===== config.mk =====
export PLATFORM = sky130hd
export DESIGN_NAME = mapper_flit_rx
export DESIGN_NICKNAME = d
export VERILOG_FILES = /design/src/rtl/noc_pkg.sv /design/src/rtl/sync_fifo_fwft.sv /design/src/rtl/mapper_flit_rx.sv
export SDC_FILE = /design/constraint.sdc
export NUM_CORES = 1
export LEC_CHECK = 0
export CORE_MARGIN = 2
export CORE_UTILIZATION = 52
export DETAILED_ROUTE_END_ITERATION = 10
export HOLD_SLACK_MARGIN = 0.02
export PLACE_DENSITY = 0.77
export SKIP_CTS_REPAIR_TIMING = 1
export SYNTH_ARGS = -nofsm -noshare
export SYNTH_HDL_FRONTEND = slang
export SYNTH_SLANG_ARGS = --single-unit
export TNS_END_PERCENT = 20

===== constraint.sdc =====
create_clock -name clk -period 5.17 [get_ports clk]
set_input_delay 0.517 -clock clk [delete_from_list [all_inputs] [get_ports clk]]
set_output_delay 0.517 -clock clk [all_outputs]
set_load 0.01 [all_outputs]

===== src/rtl/noc_pkg.sv =====
// Shared NoC definitions: flit field layout, reserved payload/address values and
// the receive-side depacketizer state encoding.
package noc_pkg;

  localparam int unsigned FLIT_W      = 36;
  localparam int unsigned ADDR_LSB    = 0;
  localparam int unsigned ADDR_W      = 4;
  localparam int unsigned PAYLOAD_LSB = 4;

  localparam logic [31:0] END_WORD   = 32'hFFFF_FFFF;
  localparam logic [3:0]  BCAST_ADDR = 4'b0001;

  typedef enum logic [1:0] {
    S_IDLE,
    S_KW,
    S_TEXT
  } rx_state_e;

endpackage


===== src/rtl/sync_fifo_fwft.sv =====
// Show-ahead synchronous FIFO: head word is valid on dout whenever empty=0.
// A push while full is accepted only if a pop happens in the same cycle.
module sync_fifo_fwft #(
  parameter int unsigned WIDTH = 32,
  parameter int unsigned DEPTH = 16
) (
  input  logic             clk,
  input  logic             reset,
  input  logic             push,
  input  logic [WIDTH-1:0] din,
  input  logic             pop,
  output logic [WIDTH-1:0] dout,
  output logic             full,
  output logic             empty
);

  localparam int unsigned AW = $clog2(DEPTH);

  logic [WIDTH-1:0] mem_q [DEPTH];
  logic [AW-1:0]    wr_ptr_q, wr_ptr_d;
  logic [AW-1:0]    rd_ptr_q, rd_ptr_d;
  logic [AW:0]      count_q, count_d;
  logic             do_push, do_pop;

  assign full    = (count_q == (AW+1)'(DEPTH));
  assign empty   = (count_q == '0);
  assign do_pop  = pop && !empty;
  assign do_push = push && (!full || do_pop);
  assign dout    = mem_q[rd_ptr_q];

  always_comb begin
    wr_ptr_d = wr_ptr_q;
    rd_ptr_d = rd_ptr_q;
    count_d  = count_q;
    if (do_push) wr_ptr_d = wr_ptr_q + AW'(1);
    if (do_pop)  rd_ptr_d = rd_ptr_q + AW'(1);
    if (do_push && !do_pop)      count_d = count_q + (AW+1)'(1);
    else if (!do_push && do_pop) count_d = count_q - (AW+1)'(1);
  end

  always_ff @(posedge clk or negedge reset) begin
    if (!reset) begin
      wr_ptr_q <= '0;
      rd_ptr_q <= '0;
      count_q  <= '0;
    end else begin
      wr_ptr_q <= wr_ptr_d;
      rd_ptr_q <= rd_ptr_d;
      count_q  <= count_d;
    end
  end

  always_ff @(posedge clk) begin
    if (do_push) mem_q[wr_ptr_q] <= din;
  end

endmodule


===== src/rtl/mapper_flit_rx.sv =====
// Mapper-node receive interface: address-filters scheduler flits into a FIFO and
// depacketizes each job into keyword-store writes and a handshaked text stream.
module mapper_flit_rx #(
  parameter int unsigned          DATA_W     = 32,
  parameter int unsigned          ADDR_W     = 4,
  parameter logic [ADDR_W-1:0]    NODE_ADDR  = 4'b1001,
  parameter logic [ADDR_W-1:0]    BCAST_ADDR = noc_pkg::BCAST_ADDR,
  parameter int unsigned          FIFO_DEPTH = 16,
  parameter int unsigned          MAX_KW     = 8,
  parameter logic [DATA_W-1:0]    END_WORD   = noc_pkg::END_WORD
) (
  input  logic                        clk,
  input  logic                        reset,
  input  logic                        flit_valid,
  input  logic [DATA_W+ADDR_W-1:0]    flit_in,
  output logic                        kw_we,
  output logic [$clog2(MAX_KW)-1:0]   kw_addr,
  output logic [DATA_W-1:0]           kw_data,
  output logic [$clog2(MAX_KW):0]     kw_count,
  output logic                        text_valid,
  output logic [DATA_W-1:0]           text_data,
  input  logic                        text_ready,
  output logic                        job_done,
  output logic                        busy,
  output logic                        overflow,
  output logic                        err_fmt
);

  localparam int unsigned KW_AW = $clog2(MAX_KW);
  localparam int unsigned KW_CW = KW_AW + 1;

  noc_pkg::rx_state_e state_q, state_d;

  logic [DATA_W-1:0] kw_total_q, kw_total_d;
  logic [DATA_W-1:0] idx_q, idx_d;
  logic [KW_CW-1:0]  kw_count_q, kw_count_d;
  logic              overflow_q, overflow_d;
  logic              err_fmt_q, err_fmt_d;

  logic [ADDR_W-1:0] flit_addr;
  logic [DATA_W-1:0] flit_payload;
  logic              push_req, fifo_push, pop;
  logic [DATA_W-1:0] head;
  logic              full, empty;

  assign flit_addr    = flit_in[noc_pkg::ADDR_LSB +: ADDR_W];
  assign flit_payload = flit_in[noc_pkg::PAYLOAD_LSB +: DATA_W];
  assign push_req     = flit_valid && (flit_addr == NODE_ADDR || flit_addr == BCAST_ADDR);
  assign fifo_push    = push_req;

  sync_fifo_fwft #(
    .WIDTH (DATA_W),
    .DEPTH (FIFO_DEPTH)
  ) u_fifo (
    .clk   (clk),
    .reset (reset),
    .push  (fifo_push),
    .din   (flit_payload),
    .pop   (pop),
    .dout  (head),
    .full  (full),
    .empty (empty)
  );

  always_comb begin
    state_d    = state_q;
    kw_total_d = kw_total_q;
    idx_d      = idx_q;
    kw_count_d = kw_count_q;
    err_fmt_d  = err_fmt_q;
    overflow_d = overflow_q;
    pop        = 1'b0;
    kw_we      = 1'b0;
    kw_addr    = '0;
    kw_data    = '0;
    text_valid = 1'b0;
    text_data  = '0;
    job_done   = 1'b0;

    unique case (state_q)
      noc_pkg::S_IDLE: begin
        if (!empty) begin
          pop = 1'b1;
          // A stray end marker between jobs is silently consumed.
          if (head != END_WORD) begin
            kw_total_d = head;
            idx_d      = '0;
            kw_count_d = '0;
            if (head == '0) begin
              state_d = noc_pkg::S_TEXT;
            end else begin
              if (head > DATA_W'(MAX_KW)) err_fmt_d = 1'b1;
              state_d = noc_pkg::S_KW;
            end
          end
        end
      end
      noc_pkg::S_KW: begin
        if (!empty) begin
          pop = 1'b1;
          if (head == END_WORD) begin
            err_fmt_d = 1'b1;
            job_done  = 1'b1;
            state_d   = noc_pkg::S_IDLE;
          end else begin
            if (idx_q < DATA_W'(MAX_KW)) begin
              kw_we   = 1'b1;
              kw_addr = idx_q[KW_AW-1:0];
              kw_data = head;
            end
            idx_d = idx_q + DATA_W'(1);
            if (idx_d == kw_total_q) begin
              kw_count_d = (kw_total_q > DATA_W'(MAX_KW)) ? KW_CW'(MAX_KW)
                                                          : kw_total_q[KW_CW-1:0];
              state_d    = noc_pkg::S_TEXT;
            end
          end
        end
      end
      noc_pkg::S_TEXT: begin
        if (!empty) begin
          if (head == END_WORD) begin
            pop      = 1'b1;
            job_done = 1'b1;
            state_d  = noc_pkg::S_IDLE;
          end else begin
            text_valid = 1'b1;
            text_data  = head;
            pop        = text_ready;
          end
        end
      end
      default: state_d = noc_pkg::S_IDLE;
    endcase

    if (push_req && full && !pop) overflow_d = 1'b1;
  end

  always_ff @(posedge clk or negedge reset) begin
    if (!reset) begin
      state_q    <= noc_pkg::S_IDLE;
      kw_total_q <= '0;
      idx_q      <= '0;
      kw_count_q <= '0;
      overflow_q <= 1'b0;
      err_fmt_q  <= 1'b0;
    end else begin
      state_q    <= state_d;
      kw_total_q <= kw_total_d;
      idx_q      <= idx_d;
      kw_count_q <= kw_count_d;
      overflow_q <= overflow_d;
      err_fmt_q  <= err_fmt_d;
    end
  end

  assign kw_count = kw_count_q;
  assign busy     = (state_q != noc_pkg::S_IDLE);
  assign overflow = overflow_q;
  assign err_fmt  = err_fmt_q;

endmodule

# --- After elaboration in Yosys (flattened, before gate mapping) ---
# Memories as Yosys holds them, arrays and structs flattened.
# Cells that the tools add are included.
classes:
  eq_ne: 19
  mux: 57
  n_addsub: 5
  magnitude_cmp: 3
  reduce_logical: 27
  n_bitwise: 1
op_table:
  columns: ["operator", "n"]
  rows:
  - ["32-bit 2-to-1 mux", 11]
  - ["32-bit by 4-bit greater-than comparator with 1-bit output, second input constant", 2]
  - ["32-bit one-hot mux with 2 select lines", 1]
  - ["32-bit by 1-bit adder with 32-bit output, second input constant", 1]
  - ["32-bit equality test", 1]
  - ["32-bit equality test, second input constant", 1]
  - ["32-bit logical NOT", 1]
  - ["32-bit by 4-bit < comparator with 1-bit output, second input constant", 1]
  - ["32-bit inequality test, second input constant", 1]
  - ["4-bit 2-to-1 mux", 6]
  - ["1-bit 2-to-1 mux", 21]
  - ["2-bit inequality test, second input constant", 10]
  - ["2-bit 2-to-1 mux", 8]
  - ["3-bit 2-to-1 mux", 4]
  - ["6-bit AND reduction", 2]
  - ["5-bit 2-to-1 mux", 2]
  - ["4-bit by 1-bit adder with 4-bit output, second input constant", 2]
  - ["4-bit one-hot mux with 2 select lines", 1]
  - ["1-bit logical AND", 7]
  - ["7-bit AND reduction", 1]
  - ["2-bit one-hot mux with 3 select lines", 1]
  - ["2-bit nonzero test", 3]
  - ["5-bit by 1-bit adder with 5-bit output, second input constant", 1]
  - ["5-bit equality test, second input constant", 1]
  - ["other kinds (15)", 22]
word_totals:
  memories: 1
  regBits: 85
  output_inout_bits: 77
  ramBits: 512
memory_table:
  columns: ["name", "words", "word_bits", "rd", "rd_ports_with_merged_regs", "write_ports", "line_no", "source"]
  rows:
  - ["u_fifo.mem_q", 16, 32, 1, 0, 1, "sync_fifo_fwft.sv:19", "logic [WIDTH-1:0] mem_q [DEPTH];"]

# --- Logic depth before layout (Yosys ltp) ---
# An unclocked memory read counts as a cell.
depth:
  ltp_word: 12
  mapped_depth: 21

# --- Modules after synthesis ---
# A second synthesis with hierarchy kept.
hier_totals:
  cells_unflattened: 1622
  area_unflattened_um2: 25639.6
modules_own_cells:
  columns: ["module", "area_per_inst_um2", "cells_each", "instances", "seq_area_each_um2"]
  rows:
  - ["sync_fifo_fwft", 20307.0, 1006, 1, 15700.1]
  - ["mapper_flit_rx", 5332.6, 616, 1, 1801.7]

# --- Least setup slack after synthesis ---
# No wires, ideal clock.
synth_timing:
  path_type: "register to register"
  start: "register u_fifo.rd_ptr_q[0]"
  end: "register u_fifo.count_q[4]"
  setup_time_ps: 125
  stages_incl_launch_ff: 22
  n_path_buf: 5
  required_ps: 5045
  t_arrival_ps: 4241
  setup_slack_ps: 803
  cell_sequence: "dfrtp_1 -> buf_6 -> buf_8 -> buf_8 -> buf_8 -> mux2i_1 -> a221oi_1 -> o21ai_1 -> a22oi_1 -> nand4_1 -> nor4_4 -> a21oi_2 -> a21boi_2 -> buf_4 -> ha_1 -> inv_1 -> fa_1 -> a21o_1 -> a21oi_1 -> xnor2_1 -> nor2_1 -> xor2_1"
synth_via:
  elab_chain_cells: 11
  word_cells_on_any_way: 14
  cone_classes: "eq/ne (1); mux (4); reduce/logical (8); memory (1)"
synth_lines:
  columns: ["element", "line_no", "source"]
  rows:
  - ["start, declared", "sync_fifo_fwft.sv:21", "logic [AW-1:0] rd_ptr_q, rd_ptr_d;"]
  - ["start signal, assigned", "sync_fifo_fwft.sv:48", "rd_ptr_q <= rd_ptr_d;"]
  - ["memory 16 x 32 bit (*)", null, null]
  - ["32-bit equality test (*)", "mapper_flit_rx.sv:122", "if (head == END_WORD) begin"]
  - ["1-bit 2-to-1 mux (*)", "mapper_flit_rx.sv:122", null]
  - ["1-bit 2-to-1 mux (*)", "mapper_flit_rx.sv:121", "if (!empty) begin"]
  - ["1-bit one-hot mux with 2 select lines (*)", "mapper_flit_rx.sv:80", "unique case (state_q)"]
  - ["1-bit logical AND (*)", "sync_fifo_fwft.sv:27", "assign do_pop = pop && !empty;"]
  - ["1-bit logical OR (*)", "sync_fifo_fwft.sv:28", "assign do_push = push && (!full || do_pop);"]
  - ["1-bit logical AND (*)", "sync_fifo_fwft.sv:28", null]
  - ["via u_fifo.do_push", "sync_fifo_fwft.sv:23", "logic do_push, do_pop;"]
  - ["1-bit logical NOT", "sync_fifo_fwft.sv:38", "else if (!do_push && do_pop) count_d = count_q - (AW+1)'(1);"]
  - ["1-bit logical AND", "sync_fifo_fwft.sv:38", null]
  - ["2-bit nonzero test (no line)", null, null]
  - ["end signal, assigned", "sync_fifo_fwft.sv:49", "count_q <= count_d;"]
  - ["end, declared", "sync_fifo_fwft.sv:22", "logic [AW:0] count_q, count_d;"]
# The timed path passes the listed nets; every way through them passes the cells marked *.
# A chain may end at the register's enable or synchronous reset.

# --- Worst setup path in the final report ---
layout_timing:
  start: "register u_fifo.rd_ptr_q[0]"
  end: "output kw_data[30]"
layout_via:
  elab_chain_cells: 5
  word_cells_on_any_way: 6
  cone_classes: "eq/ne (1); mux (4); memory (1)"
layout_lines:
  columns: ["element", "line_no", "source"]
  rows:
  - ["memory 16 x 32 bit (*)", null, null]
  - ["32-bit equality test / 32-bit 2-to-1 mux (equally long branches)", "mapper_flit_rx.sv:101, mapper_flit_rx.sv:106", null]
  - ["32-bit 2-to-1 mux (*)", "mapper_flit_rx.sv:101", "if (head == END_WORD) begin"]
  - ["32-bit 2-to-1 mux (*)", "mapper_flit_rx.sv:99", "if (!empty) begin"]
  - ["32-bit 2-to-1 mux (*)", "mapper_flit_rx.sv:80", null]
  - ["end, declared", "mapper_flit_rx.sv:18", "output logic [DATA_W-1:0] kw_data,"]
# Every way passes the cells marked *; elsewhere a longest branch is shown, timed or not.

==> reports/summary.md <==
The tools report the number of antenna violations at the first check in global routing as 2. Total routing resource utilization after global routing: 26.1%. Sorting the synthesized cells by area gives the leading types as sky130_fd_sc_hd__edfxtp_1 (60%), sky130_fd_sc_hd__mux4_2 (9.5%), sky130_fd_sc_hd__dfrtp_1 (8.3%). The clock passes through at most 3 buffers. The critical path capture point type was a primary output.

The post-synthesis adder-cell area fraction is 0.760%, and the transition time of the tightest slew-check pin is 0.808 ns. The count of nets left with antenna violations once routing finished came out at 0. The total of flip-flops plus latches after synthesis works out to 597. The logs give 15,200 for the number of global-route vias before repair and 62.7% for the end-of-flow core utilization.

For the top-level port count, the log shows 117. The total CTS buffers was 60. For this run the aggregate overflow at the end of global routing stands at 0. TritonCTS built the clock tree.

The completed layout was analyzed and its total power is 17.1 mW. The synthesized-area fraction occupied by and/or/nand/nor cells is 7.27%, and the portion of netlist area occupied by mux cells is 12.9%. Setup repair after global routing could not meet its margin everywhere.

Number of fillers in the final layout: 3,407. The tools report the final hold violation count as 0. The predominant post-synthesis flop cell is sky130_fd_sc_hd__edfxtp_1.

The final reports fail on setup timing. The largest total area in the synthesized netlist belongs to sky130_fd_sc_hd__edfxtp_1. In the finished design, the share of the clock period the worst path needs comes to 101%. The final routed wire length divided by cell count was 26.7 um; the post-synthesis sequential area ratio was 68.2%. By area, the combinational part of the netlist is dominated by multiplexers. The run gives 1,700 as the number of DRC violations after detailed-routing iteration 0. CTS placed an instance of sky130_fd_sc_hd__clkbuf_16 at the clock tree root. In the synthesized netlist, the cells that appear most often are sky130_fd_sc_hd__edfxtp_1 (512), sky130_fd_sc_hd__mux4_2 (108), sky130_fd_sc_hd__dfrtp_1 (85). Compared with the post-synthesis result, the final layout area differs by 19.3%. The worst setup path is launched from a flip-flop.

The logs give 52.6% for the effective utilization at floorplan and 0 for the yosys synthesis warning count. By startpoint and endpoint, the worst setup path is classified as reg -> out. The detailed router placed 15,600 vias in this run. In this run, distinct cell masters in the synthesized netlist total 77. The tools report the critical path required time as 4.65 ns.

The power density over cell area is 559 nW/um^2. Number of failing setup endpoints in the final timing report: 10. The critical path arrival came out at 4.68 ns. The number of port buffers was 115. The tools report the final wirelength as 66,100 um. The tools report the number of non-filler instances in the completed layout as 2,479. The maximum net fanout on the critical path is 17, and the ratio of cells with drive above 1 in the final layout is 24.8%. Number of vias per cell: 6.28. Yosys instantiated no cell more often than sky130_fd_sc_hd__edfxtp_1. The number of clock sinks is 597, and the die footprint is 51,200 um^2.

For this run, the top clock speed supported by timing is 192 MHz. The smallest hold slack was 0.492 ns. The tools report the cell count after placement as 2,356.

In this run the core area contains 81 standard-cell rows. The floorplan step set the die width to 226 um. At the end of routability-driven placement, the weighted congestion stood at 0.937. The logs give 0.000407 V for the maximum resistive drop on vdd and 1,551 for the cell count after synthesis. For this run, asynchronously set or reset flops after synthesis account for 14.2%.

In this run the worst hold path is classified as reg -> reg. The layout net count is 1,822, and the placed wire-length estimate after detailed placement is 42,600 um. The count of final max-slew check failures was 0; the number of synthesized flops with an enable pin was 512.

The H-tree was split into 2 levels. The flow ran to the end, but the final reports show violations. After detailed routing, the number of remaining DRC violations is 0. Summed over all cells, the static leakage comes to 10.8 nW. The core region is 48,800 um^2.

Max capacitance violation total: 0. Worst-case headroom to the max-slew limit: 45.4%. After routing the design area is 30,600 um^2. At the later pin of the worst-skew pair, clock insertion delay measures 0.65 ns. Clock transition time at the flip-flop clock pins of the worst setup and hold paths: 0.06 ns. The number of nets in the synthesized netlist is 1,606.

After Yosys synthesis, XOR and XNOR cells account for 1.74% of the synthesized area. The iteration count of the initial detailed-routing pass was 5; the wire length of the first global-routing pass was 96,900 um. The worst path in the final design needs a cycle of 5.20 ns, including I/O delays and setup.

The die extent in y was 226 um; the placed instance area was 28,300 um^2. The share of synthesized area in the top cell type comes to 59.9%. The area of the mapped netlist is 25,700 um^2, and the pin count of the biggest net entering global routing is 55. The worst setup margin was -0.0273 ns. The per-instance average area after synthesis works out to 16.6 um^2. The post-synthesis compound-gate area fraction came out at 6.28%. Clock skew on the completed layout was measured at 0.0454 ns.
[registers in the layout, indices dropped and copies added, names as in the netlist, 2 cells and up]
| signal | cells |
|---|---|
| idx_q | 32 |
| kw_count | 4 |
| kw_total_q | 32 |
| state_q | 2 |
| u_fifo.count_q | 5 |
| u_fifo.mem_q | 512 |
| u_fifo.rd_ptr_q | 4 |
| u_fifo.wr_ptr_q | 4 |
[layer usage]
layer | global-route usage [%] | vias up | share of wire, %
met3 | 4.94 | 155 | 8.4
met2 | 42.3 | 807 | 48
met4 | 9.02 | 2 | 3.7
met5 | 0 | - | 0.020
met1 | 35.7 | 7996 | 40
li1 | - | 6607 | -
[critical path, cell delays in order (launching register included)]
cell and delay, ns:
sky130_fd_sc_hd__dfrtp_4 0.44, sky130_fd_sc_hd__buf_12 0.16, sky130_fd_sc_hd__buf_12 0.18, sky130_fd_sc_hd__mux4_2 0.52, sky130_fd_sc_hd__mux4_2 0.52, sky130_fd_sc_hd__inv_2 0.13
sky130_fd_sc_hd__a21oi_1 0.08, sky130_fd_sc_hd__nand4_1 0.21, sky130_fd_sc_hd__nor4_4 0.08, sky130_fd_sc_hd__or3_1 0.36, sky130_fd_sc_hd__or3_4 0.45, sky130_fd_sc_hd__buf_8 0.21
sky130_fd_sc_hd__a21oi_2 0.12, sky130_fd_sc_hd__clkdlybuf4s50_1 0.55
[layout by cell type (no fill, tap or decap), types with 17 or more instances in the layout]
cell | synthesis | final
sky130_fd_sc_hd__mux2i_1 | 66 | 66
sky130_fd_sc_hd__nand3_1 | 31 | 31
sky130_fd_sc_hd__edfxtp_1 | 512 | 512
sky130_fd_sc_hd__dfrtp_1 | 85 | 82
sky130_fd_sc_hd__buf_12 | 1 | 24
sky130_fd_sc_hd__nor2_2 | 30 | 31
sky130_fd_sc_hd__mux2_2 | 18 | 18
sky130_fd_sc_hd__o21ai_0 | 35 | 35
sky130_fd_sc_hd__inv_1 | 42 | 41
sky130_fd_sc_hd__nand2_1 | 59 | 58
sky130_fd_sc_hd__a21oi_1 | 39 | 37
sky130_fd_sc_hd__clkbuf_16 | 0 | 60
sky130_fd_sc_hd__nor2_1 | 52 | 49
sky130_fd_sc_hd__xor2_1 | 17 | 17
sky130_fd_sc_hd__clkdlybuf4s50_1 | 0 | 100
sky130_fd_sc_hd__a22o_1 | 21 | 21
sky130_fd_sc_hd__nor3_1 | 26 | 26
sky130_fd_sc_hd__buf_4 | 6 | 102
sky130_fd_sc_hd__mux4_2 | 108 | 108
sky130_fd_sc_hd__xnor2_1 | 34 | 34
sky130_fd_sc_hd__nor4_1 | 32 | 31
[stage by stage]
| step | setup WS, ns | TNS (ns) |
|---|---|---|
| after floorplan | 0.803 | 0 |
| after global placement | -0.0223 | -0.0223 |
| after detailed placement | -0.0688 | -0.0688 |
| after CTS | -0.876 | -40.19 |
| after global routing | -0.148 | -2.57 |
| final | -0.0273 | -0.129 |
[report_power, final]
group / leakage, nW / total, mW / switching [mW] / internal, mW
clock network: 0.966 / 4.39 / 1.86 / 2.54
logic: 4.13 / 6.89 / 3.79 / 3.10
registers: 5.68 / 5.84 / 0.340 / 5.51
total: 10.8 / 17.1 / 5.98 / 11.1
[worst paths after layout]
path	start	to	slack, ns	cells past startpoint
setup / recovery	u_fifo.rd_ptr_q[0]$_DFFE_PN0P_	kw_data[30]	-0.03	13
hold / removal	err_fmt$_DFFE_PN0P_	err_fmt$_DFFE_PN0P_	0.49	1
setup reg to reg	u_fifo.rd_ptr_q[0]$_DFFE_PN0P_	u_fifo.count_q[4]$_DFFE_PN0P_	0.36	20
hold reg to reg	err_fmt$_DFFE_PN0P_	err_fmt$_DFFE_PN0P_	0.49	1
max in group asynchronous	reset	state_q[1]$_DFFE_PN0P_	3.68	3
min in group asynchronous	reset	u_fifo.wr_ptr_q[0]$_DFFE_PN0P_	0.51	2
[logic make-up after synthesis]
kind of cell / after synthesis
adder cells (fa/ha/maj): 15
AND/OR/NAND/NOR: 336
buffers and inverters: 135
multiplexers: 194
flip-flops: 597
AO/OA/AOI/OAI: 223
XOR/XNOR: 51
[final cells by class]
class / count / area (um^2) / share of cell area [%]
sequential: 597 / 17500 / 57.2
multi-input combinational: 819 / 7620 / 24.9
timing repair buffer: 246 / 2510 / 8.20
clock buffer: 71 / 1540 / 5.04
tap: 664 / 831 / 2.71
clock inverter: 38 / 448 / 1.46
inverter: 43 / 161 / 0.527
antenna: 1 / 2.50 / 0.00817
No activity file was read; power rests on OpenSTA's default activity.
